### src/rtl/id_ex_stage.sv
// rtl/id_ex_stage.sv - ID/EX pipeline register with load-use hazard detection and bubble counter
module id_ex_stage #(
  parameter int DATA_W = 32,
  parameter int CNT_W  = 16
) (
  input  logic              clk_i,
  input  logic              rst_i,
  input  logic              Stall_i,
  input  logic              Flush_i,
  input  logic              IDValid_i,
  input  logic [4:0]        IDRs1_i,
  input  logic [4:0]        IDRs2_i,
  input  logic [4:0]        IDRd_i,
  input  logic [DATA_W-1:0] IDRs1Data_i,
  input  logic [DATA_W-1:0] IDRs2Data_i,
  input  logic [DATA_W-1:0] IDImm_i,
  input  logic [DATA_W-1:0] IDPC_i,
  input  logic [7:0]        IDCtrl_i,
  input  logic [9:0]        IDFunct_i,
  output logic              EXValid_o,
  output logic [4:0]        EXRs1_o,
  output logic [4:0]        EXRs2_o,
  output logic [4:0]        EXRd_o,
  output logic [DATA_W-1:0] EXRs1Data_o,
  output logic [DATA_W-1:0] EXRs2Data_o,
  output logic [DATA_W-1:0] EXImm_o,
  output logic [DATA_W-1:0] EXPC_o,
  output logic [7:0]        EXCtrl_o,
  output logic [9:0]        EXFunct_o,
  output logic              LoadUseStall_o,
  output logic [CNT_W-1:0]  BubbleCnt_o
);

  // Control packing, MSB first: RegWrite, MemtoReg, MemRead, MemWrite, ALUSrc, Branch, ALUOp[1:0]
  localparam int CtrlMemRead = 5;

  localparam logic [CNT_W-1:0] CntMax = {CNT_W{1'b1}};
  localparam logic [CNT_W-1:0] CntOne = {{(CNT_W-1){1'b0}}, 1'b1};

  logic              valid_q,     valid_d;
  logic [4:0]        rs1_q,       rs1_d;
  logic [4:0]        rs2_q,       rs2_d;
  logic [4:0]        rd_q,        rd_d;
  logic [DATA_W-1:0] rs1_data_q,  rs1_data_d;
  logic [DATA_W-1:0] rs2_data_q,  rs2_data_d;
  logic [DATA_W-1:0] imm_q,       imm_d;
  logic [DATA_W-1:0] pc_q,        pc_d;
  logic [7:0]        ctrl_q,      ctrl_d;
  logic [9:0]        funct_q,     funct_d;
  logic [CNT_W-1:0]  bubble_cnt_q, bubble_cnt_d;

  logic load_use;
  logic rd_matches;
  logic insert_bubble;
  logic count_bubble;

  // Load in EX whose destination is read by the valid instruction in ID.
  // rs2 is compared even for formats without rs2: a spurious stall costs
  // one cycle, a missed one corrupts data.
  always_comb begin
    rd_matches = (rd_q == IDRs1_i) || (rd_q == IDRs2_i);
    load_use   = valid_q && ctrl_q[CtrlMemRead] && (rd_q != 5'd0) &&
                 IDValid_i && rd_matches;
  end

  // Any reason the ID instruction must not enter EX this edge; a flush
  // takes precedence over a load-use stall for counting purposes.
  always_comb begin
    insert_bubble = Flush_i || load_use || !IDValid_i;
    count_bubble  = !Stall_i && !Flush_i && load_use;
  end

  // Next pipeline state: hold on freeze, zero on bubble, otherwise capture ID.
  always_comb begin
    valid_d    = valid_q;
    rs1_d      = rs1_q;
    rs2_d      = rs2_q;
    rd_d       = rd_q;
    rs1_data_d = rs1_data_q;
    rs2_data_d = rs2_data_q;
    imm_d      = imm_q;
    pc_d       = pc_q;
    ctrl_d     = ctrl_q;
    funct_d    = funct_q;
    if (!Stall_i) begin
      if (insert_bubble) begin
        valid_d    = 1'b0;
        rs1_d      = 5'd0;
        rs2_d      = 5'd0;
        rd_d       = 5'd0;
        rs1_data_d = '0;
        rs2_data_d = '0;
        imm_d      = '0;
        pc_d       = '0;
        ctrl_d     = 8'd0;
        funct_d    = 10'd0;
      end else begin
        valid_d    = 1'b1;
        rs1_d      = IDRs1_i;
        rs2_d      = IDRs2_i;
        rd_d       = IDRd_i;
        rs1_data_d = IDRs1Data_i;
        rs2_data_d = IDRs2Data_i;
        imm_d      = IDImm_i;
        pc_d       = IDPC_i;
        ctrl_d     = IDCtrl_i;
        funct_d    = IDFunct_i;
      end
    end
  end

  // Saturating count of load-use bubbles only.
  always_comb begin
    bubble_cnt_d = bubble_cnt_q;
    if (count_bubble && (bubble_cnt_q != CntMax)) begin
      bubble_cnt_d = bubble_cnt_q + CntOne;
    end
  end

  // State registers with synchronous active-low reset.
  always_ff @(posedge clk_i) begin
    if (!rst_i) begin
      valid_q      <= 1'b0;
      rs1_q        <= 5'd0;
      rs2_q        <= 5'd0;
      rd_q         <= 5'd0;
      rs1_data_q   <= '0;
      rs2_data_q   <= '0;
      imm_q        <= '0;
      pc_q         <= '0;
      ctrl_q       <= 8'd0;
      funct_q      <= 10'd0;
      bubble_cnt_q <= '0;
    end else begin
      valid_q      <= valid_d;
      rs1_q        <= rs1_d;
      rs2_q        <= rs2_d;
      rd_q         <= rd_d;
      rs1_data_q   <= rs1_data_d;
      rs2_data_q   <= rs2_data_d;
      imm_q        <= imm_d;
      pc_q         <= pc_d;
      ctrl_q       <= ctrl_d;
      funct_q      <= funct_d;
      bubble_cnt_q <= bubble_cnt_d;
    end
  end

  assign EXValid_o      = valid_q;
  assign EXRs1_o        = rs1_q;
  assign EXRs2_o        = rs2_q;
  assign EXRd_o         = rd_q;
  assign EXRs1Data_o    = rs1_data_q;
  assign EXRs2Data_o    = rs2_data_q;
  assign EXImm_o        = imm_q;
  assign EXPC_o         = pc_q;
  assign EXCtrl_o       = ctrl_q;
  assign EXFunct_o      = funct_q;
  assign LoadUseStall_o = load_use;
  assign BubbleCnt_o    = bubble_cnt_q;

endmodule

### config.mk
export PLATFORM = sky130hd
export DESIGN_NAME = id_ex_stage
export DESIGN_NICKNAME = d
export VERILOG_FILES = /design/src/rtl/id_ex_stage.sv
export SDC_FILE = /design/constraint.sdc
export NUM_CORES = 1
export LEC_CHECK = 0
export CELL_PAD_IN_SITES_DETAIL_PLACEMENT = 0
export CELL_PAD_IN_SITES_GLOBAL_PLACEMENT = 1
export CORE_MARGIN = 5
export CORE_UTILIZATION = 25
export DETAILED_ROUTE_END_ITERATION = 10
export HOLD_SLACK_MARGIN = 0.15
export PLACE_DENSITY = 0.73
export SLEW_MARGIN = 20
export SYNTH_ARGS = -nofsm -noshare
export SYNTH_HDL_FRONTEND = slang
export SYNTH_SLANG_ARGS = --single-unit
### constraint.sdc
create_clock -name clk_i -period 1.86 [get_ports clk_i]
set_clock_uncertainty 0.05 [all_clocks]
set_input_delay 0.372 -clock clk_i [delete_from_list [all_inputs] [get_ports clk_i]]
set_output_delay 0.372 -clock clk_i [all_outputs]
set_load 0.02 [all_outputs]
==> impl_metrics.ini, run 1 <==
[global_route]
global_route.peak_usage_layer = met2
globalRoute.totalOverflow = 0
grt_first_pass_wirelength_mm = 32.11
grt_max_degree = 47
antenna_found_initial = 0
use_met1 = 0.1827
grt_use_met2 = 0.2545
overall_global_routing_resource_usage = 0.1521
first_global_vias = 5599
global_route.usage.met3 = 0.05094

[clock_tree]
clkTransAtPathRegs_ns = 0.08
cts_num_sinks = 178
number_of_clock_buffers_inserted_by_tritoncts = 17
cts_hold_buf = 0
cts_buffer_depth = 2
clock_insertion_delay_worst_skew_ns = 0.42
cts_tree = built
h_tree_lvl_count = 4
root_buffer = sky130_fd_sc_hd__clkbuf_16

[synth]
ys_warn_count = 0
synthSimpleGateAreaFrac = 0.05803
synth.most_common_cell = sky130_fd_sc_hd__dfxtp_1
synthFlopType = sky130_fd_sc_hd__dfxtp_1
synth-seq-area-share = 0.5988
yosysUniqueCellTypes = 35
synth_enable_flop_cells = 0
syn-num-nets = 660
postSynthCellCount = 493
synthDominantCellAreaShare = 0.5988
post_synth_instance_area_mm2 = 0.005951
netlist_top_cells_count = sky130_fd_sc_hd__dfxtp_1, sky130_fd_sc_hd__a22o_1, sky130_fd_sc_hd__clkbuf_1
synth_top_cells_by_area = sky130_fd_sc_hd__dfxtp_1, sky130_fd_sc_hd__a22o_1, sky130_fd_sc_hd__buf_6, sky130_fd_sc_hd__xor2_1, sky130_fd_sc_hd__clkbuf_1
post_synth_xor_area_fraction = 0.01472
synth_seq_cells = 178
yosys.area_share.adder = 0.002103
yosys.area.top_type = sky130_fd_sc_hd__dfxtp_1
main_combinational_cell_family_by_area_after_synthesis = compound AO/OA/AOI/OAI gates
syn_avg_cell_area_um2 = 12.07
ys_async_sr_fraction = 0
synth_compound_gate_area_share = 0.2738
post_synth_mux_area_share = 0.01009

[run]
timing.max_cap.violations = 0

[timing]
max-slew-margin-rel = 0.7597
final_hold_viol_count = 0
worst_slack_ns = -0.1313
final_setup_violating_endpoints = 158
slew_violations = 0
fin_setup_tns_ns = -11.07
fmax_ghz = 0.5022
final.period_utilization = 1.071
min_period_ns = 1.991
worst_pin_slew_ns = 0.3605
grt_setup_unrepaired = true

[pwr]
power.leakage_nw = 5.338
design_power_total_mw = 8.418
vdd_drop_max_mv = 0.6206
power_density_mw_per_mm2 = 749.3

[finish]
layout-area-overhead-vs-synth_pct = 88.77
layout.area.seq_mm2 = 0.003588
layout.filler_cells = 2213
multi_input_area_mm2 = 0.002311
drive_gt1_frac = 0.1600
utilization = 0.4786
antenna_cells = 0
finish.instance_area_mm2 = 0.01123
nNetsFinal = 1060

[place]
dpl-instance-area_mm2 = 0.01023
placement.setup.worst_slack_ns = -0.7737
place.gp.congestion = 0.7822
placement.io_buffers = 344
place_hpwl_mm = 16.36

[min_path]
min_to = EXRs2_o[0]$_SDFFE_PN0N_
holdPathStages = 2
worst_hold_check_path_type = input port to flip-flop
min-delay-start = IDRs2_i[0]

[drt]
finalWirelength_mm = 21.99
detailed_router_iteration_count_before_antenna_repair = 4
initialDrtViolationCount = 215
detail-route-antenna-nets = 0
drc = 0
number_of_vias_per_cell = 4.536
vias = 5557
wl_per_cell_um = 17.95

[run_status]
violations_in_the_final_reports = negative setup slack
outcome = complete, but fails checks

[worst_setup_path]
arrival_ns = 1.57
reg2reg_to = EXRs1Data_o[17]$_SDFFE_PN0N_
reg2reg_from = EXRd_o[4]$_SDFFE_PN0N_
cp_data_required_time_ns = 1.44
critical_path_peak_fanout = 3
cp_class = input port to primary output
crit_path_capture_type = primary output
worst_reg2reg_path_length_in_cells = 6
worst-r2r-setup-slack_ns = -0.11
crit_path_start_kind = input port

[die]
horizontal_die_dimension_um = 164.3
core_region_area_mm2 = 0.02347
initial_core_util = 0.2535
ioPinCount = 345
core.rowCount = 56
floorplan.die.height_um = 164.3
fp.dieArea_mm2 = 0.02699
## cell families after synthesis
family          after synthesis
fa+ha+maj                     1
mux                           6
compound gates              188
flops                       178
xor+xnor                     10
buf+inv                      46
simple gates                 64
## routing by layer
metal	up-vias	wire length, µm
met5	-	0
met4	0	495
met3	28	1696
met2	209	10770
met1	2615	9031
li1	2705	-
## state kept, by name, summed over array words and instances (netlist names)
register	count
BubbleCnt_o	16
EXCtrl_o	8
EXFunct_o	10
EXImm_o	32
EXPC_o	32
EXRd_o	5
EXRs1Data_o	32
EXRs1_o	5
EXRs2Data_o	32
EXRs2_o	5
EXValid_o	1
## report_power, final
group | total [mW] | leakage [nW] | internal, mW | switching [mW]
clock | 3.51 | 0.279 | 1.80 | 1.71
sequential | 3.94 | 1.45 | 3.89 | 0.0495
combinational | 0.973 | 3.61 | 0.590 | 0.383
## worst max-delay path by stage
stage | start | end | slack, ns | cells after the start
finish | IDRs2_i[1] | LoadUseStall_o | -0.13 | 6
global route | EXRd_o[3]$_SDFFE_PN0N_ | LoadUseStall_o | -0.20 | 5
CTS | EXRd_o[4]$_SDFFE_PN0N_ | LoadUseStall_o | -0.16 | 5
detailed placement | IDRs1_i[3] | LoadUseStall_o | -0.77 | 6
global placement | IDRs1_i[3] | LoadUseStall_o | -0.75 | 6
floorplan | IDRs2_i[4] | EXImm_o[10]$_SDFFE_PN0N_ | -0.04 | 8
## critical path, stage by stage
cell and delay, ns:
sky130_fd_sc_hd__clkdlybuf4s50_1 0.44, sky130_fd_sc_hd__xor2_1 0.16, sky130_fd_sc_hd__nor3_2 0.21, sky130_fd_sc_hd__a22oi_4 0.13, sky130_fd_sc_hd__nor2_2 0.12, sky130_fd_sc_hd__buf_6 0.13
## repair_timing
action / CTS / global route
pin swaps: 18 / 8
endpoints found under the setup margin: 212 / 228
buffers inserted: 3 / 6
gates cloned: 3 / 0
gates resized for setup: 67 / 72
## placed cells by master, fill, tap and decap left out, types with 5 or more instances in the layout
master,instances
sky130_fd_sc_hd__buf_12,14
sky130_fd_sc_hd__clkbuf_16,17
sky130_fd_sc_hd__nand2b_1,8
sky130_fd_sc_hd__inv_8,5
sky130_fd_sc_hd__dfxtp_4,5
sky130_fd_sc_hd__a21oi_1,5
sky130_fd_sc_hd__nand2_1,15
sky130_fd_sc_hd__nand3_1,5
sky130_fd_sc_hd__dlygate4sd2_1,39
sky130_fd_sc_hd__dlymetal6s2s_1,50
sky130_fd_sc_hd__dfxtp_2,5
sky130_fd_sc_hd__dfxtp_1,168
sky130_fd_sc_hd__clkdlybuf4s50_1,254
sky130_fd_sc_hd__xor2_1,10
sky130_fd_sc_hd__buf_4,58
sky130_fd_sc_hd__mux2i_1,6
sky130_fd_sc_hd__buf_6,6
sky130_fd_sc_hd__a22o_1,161
## area by class of cell
class                           count  area share
Timing Repair Buffer              423      0.3875
Sequential cell                   178      0.3194
Multi-Input combinational cell    269      0.2057
Clock buffer                       19     0.03854
Tap cell                          319     0.03553
Clock inverter                     13     0.01192
Inverter                            4    0.001337
## stage by stage
step / hold slack [ns] / instances
6_report: 0.3025 / 1225
5_1_grt: 0.2860 / 1225
4_1_cts: 0.2804 / 1220
3_5_place_dp: 0.4030 / 1182
3_3_place_gp: 0.4044 / 1182
2_1_floorplan: 0.4539 / 493
Note: power is estimated with default switching activity, not from simulation.
==> inputs of run 2 (changes only) <==
Settings changed: CTS_CLUSTER_DIAMETER set to 150.
==> results of run 2 <==
Same layout as run 1: the final DEF is identical, and so are final timing and power.
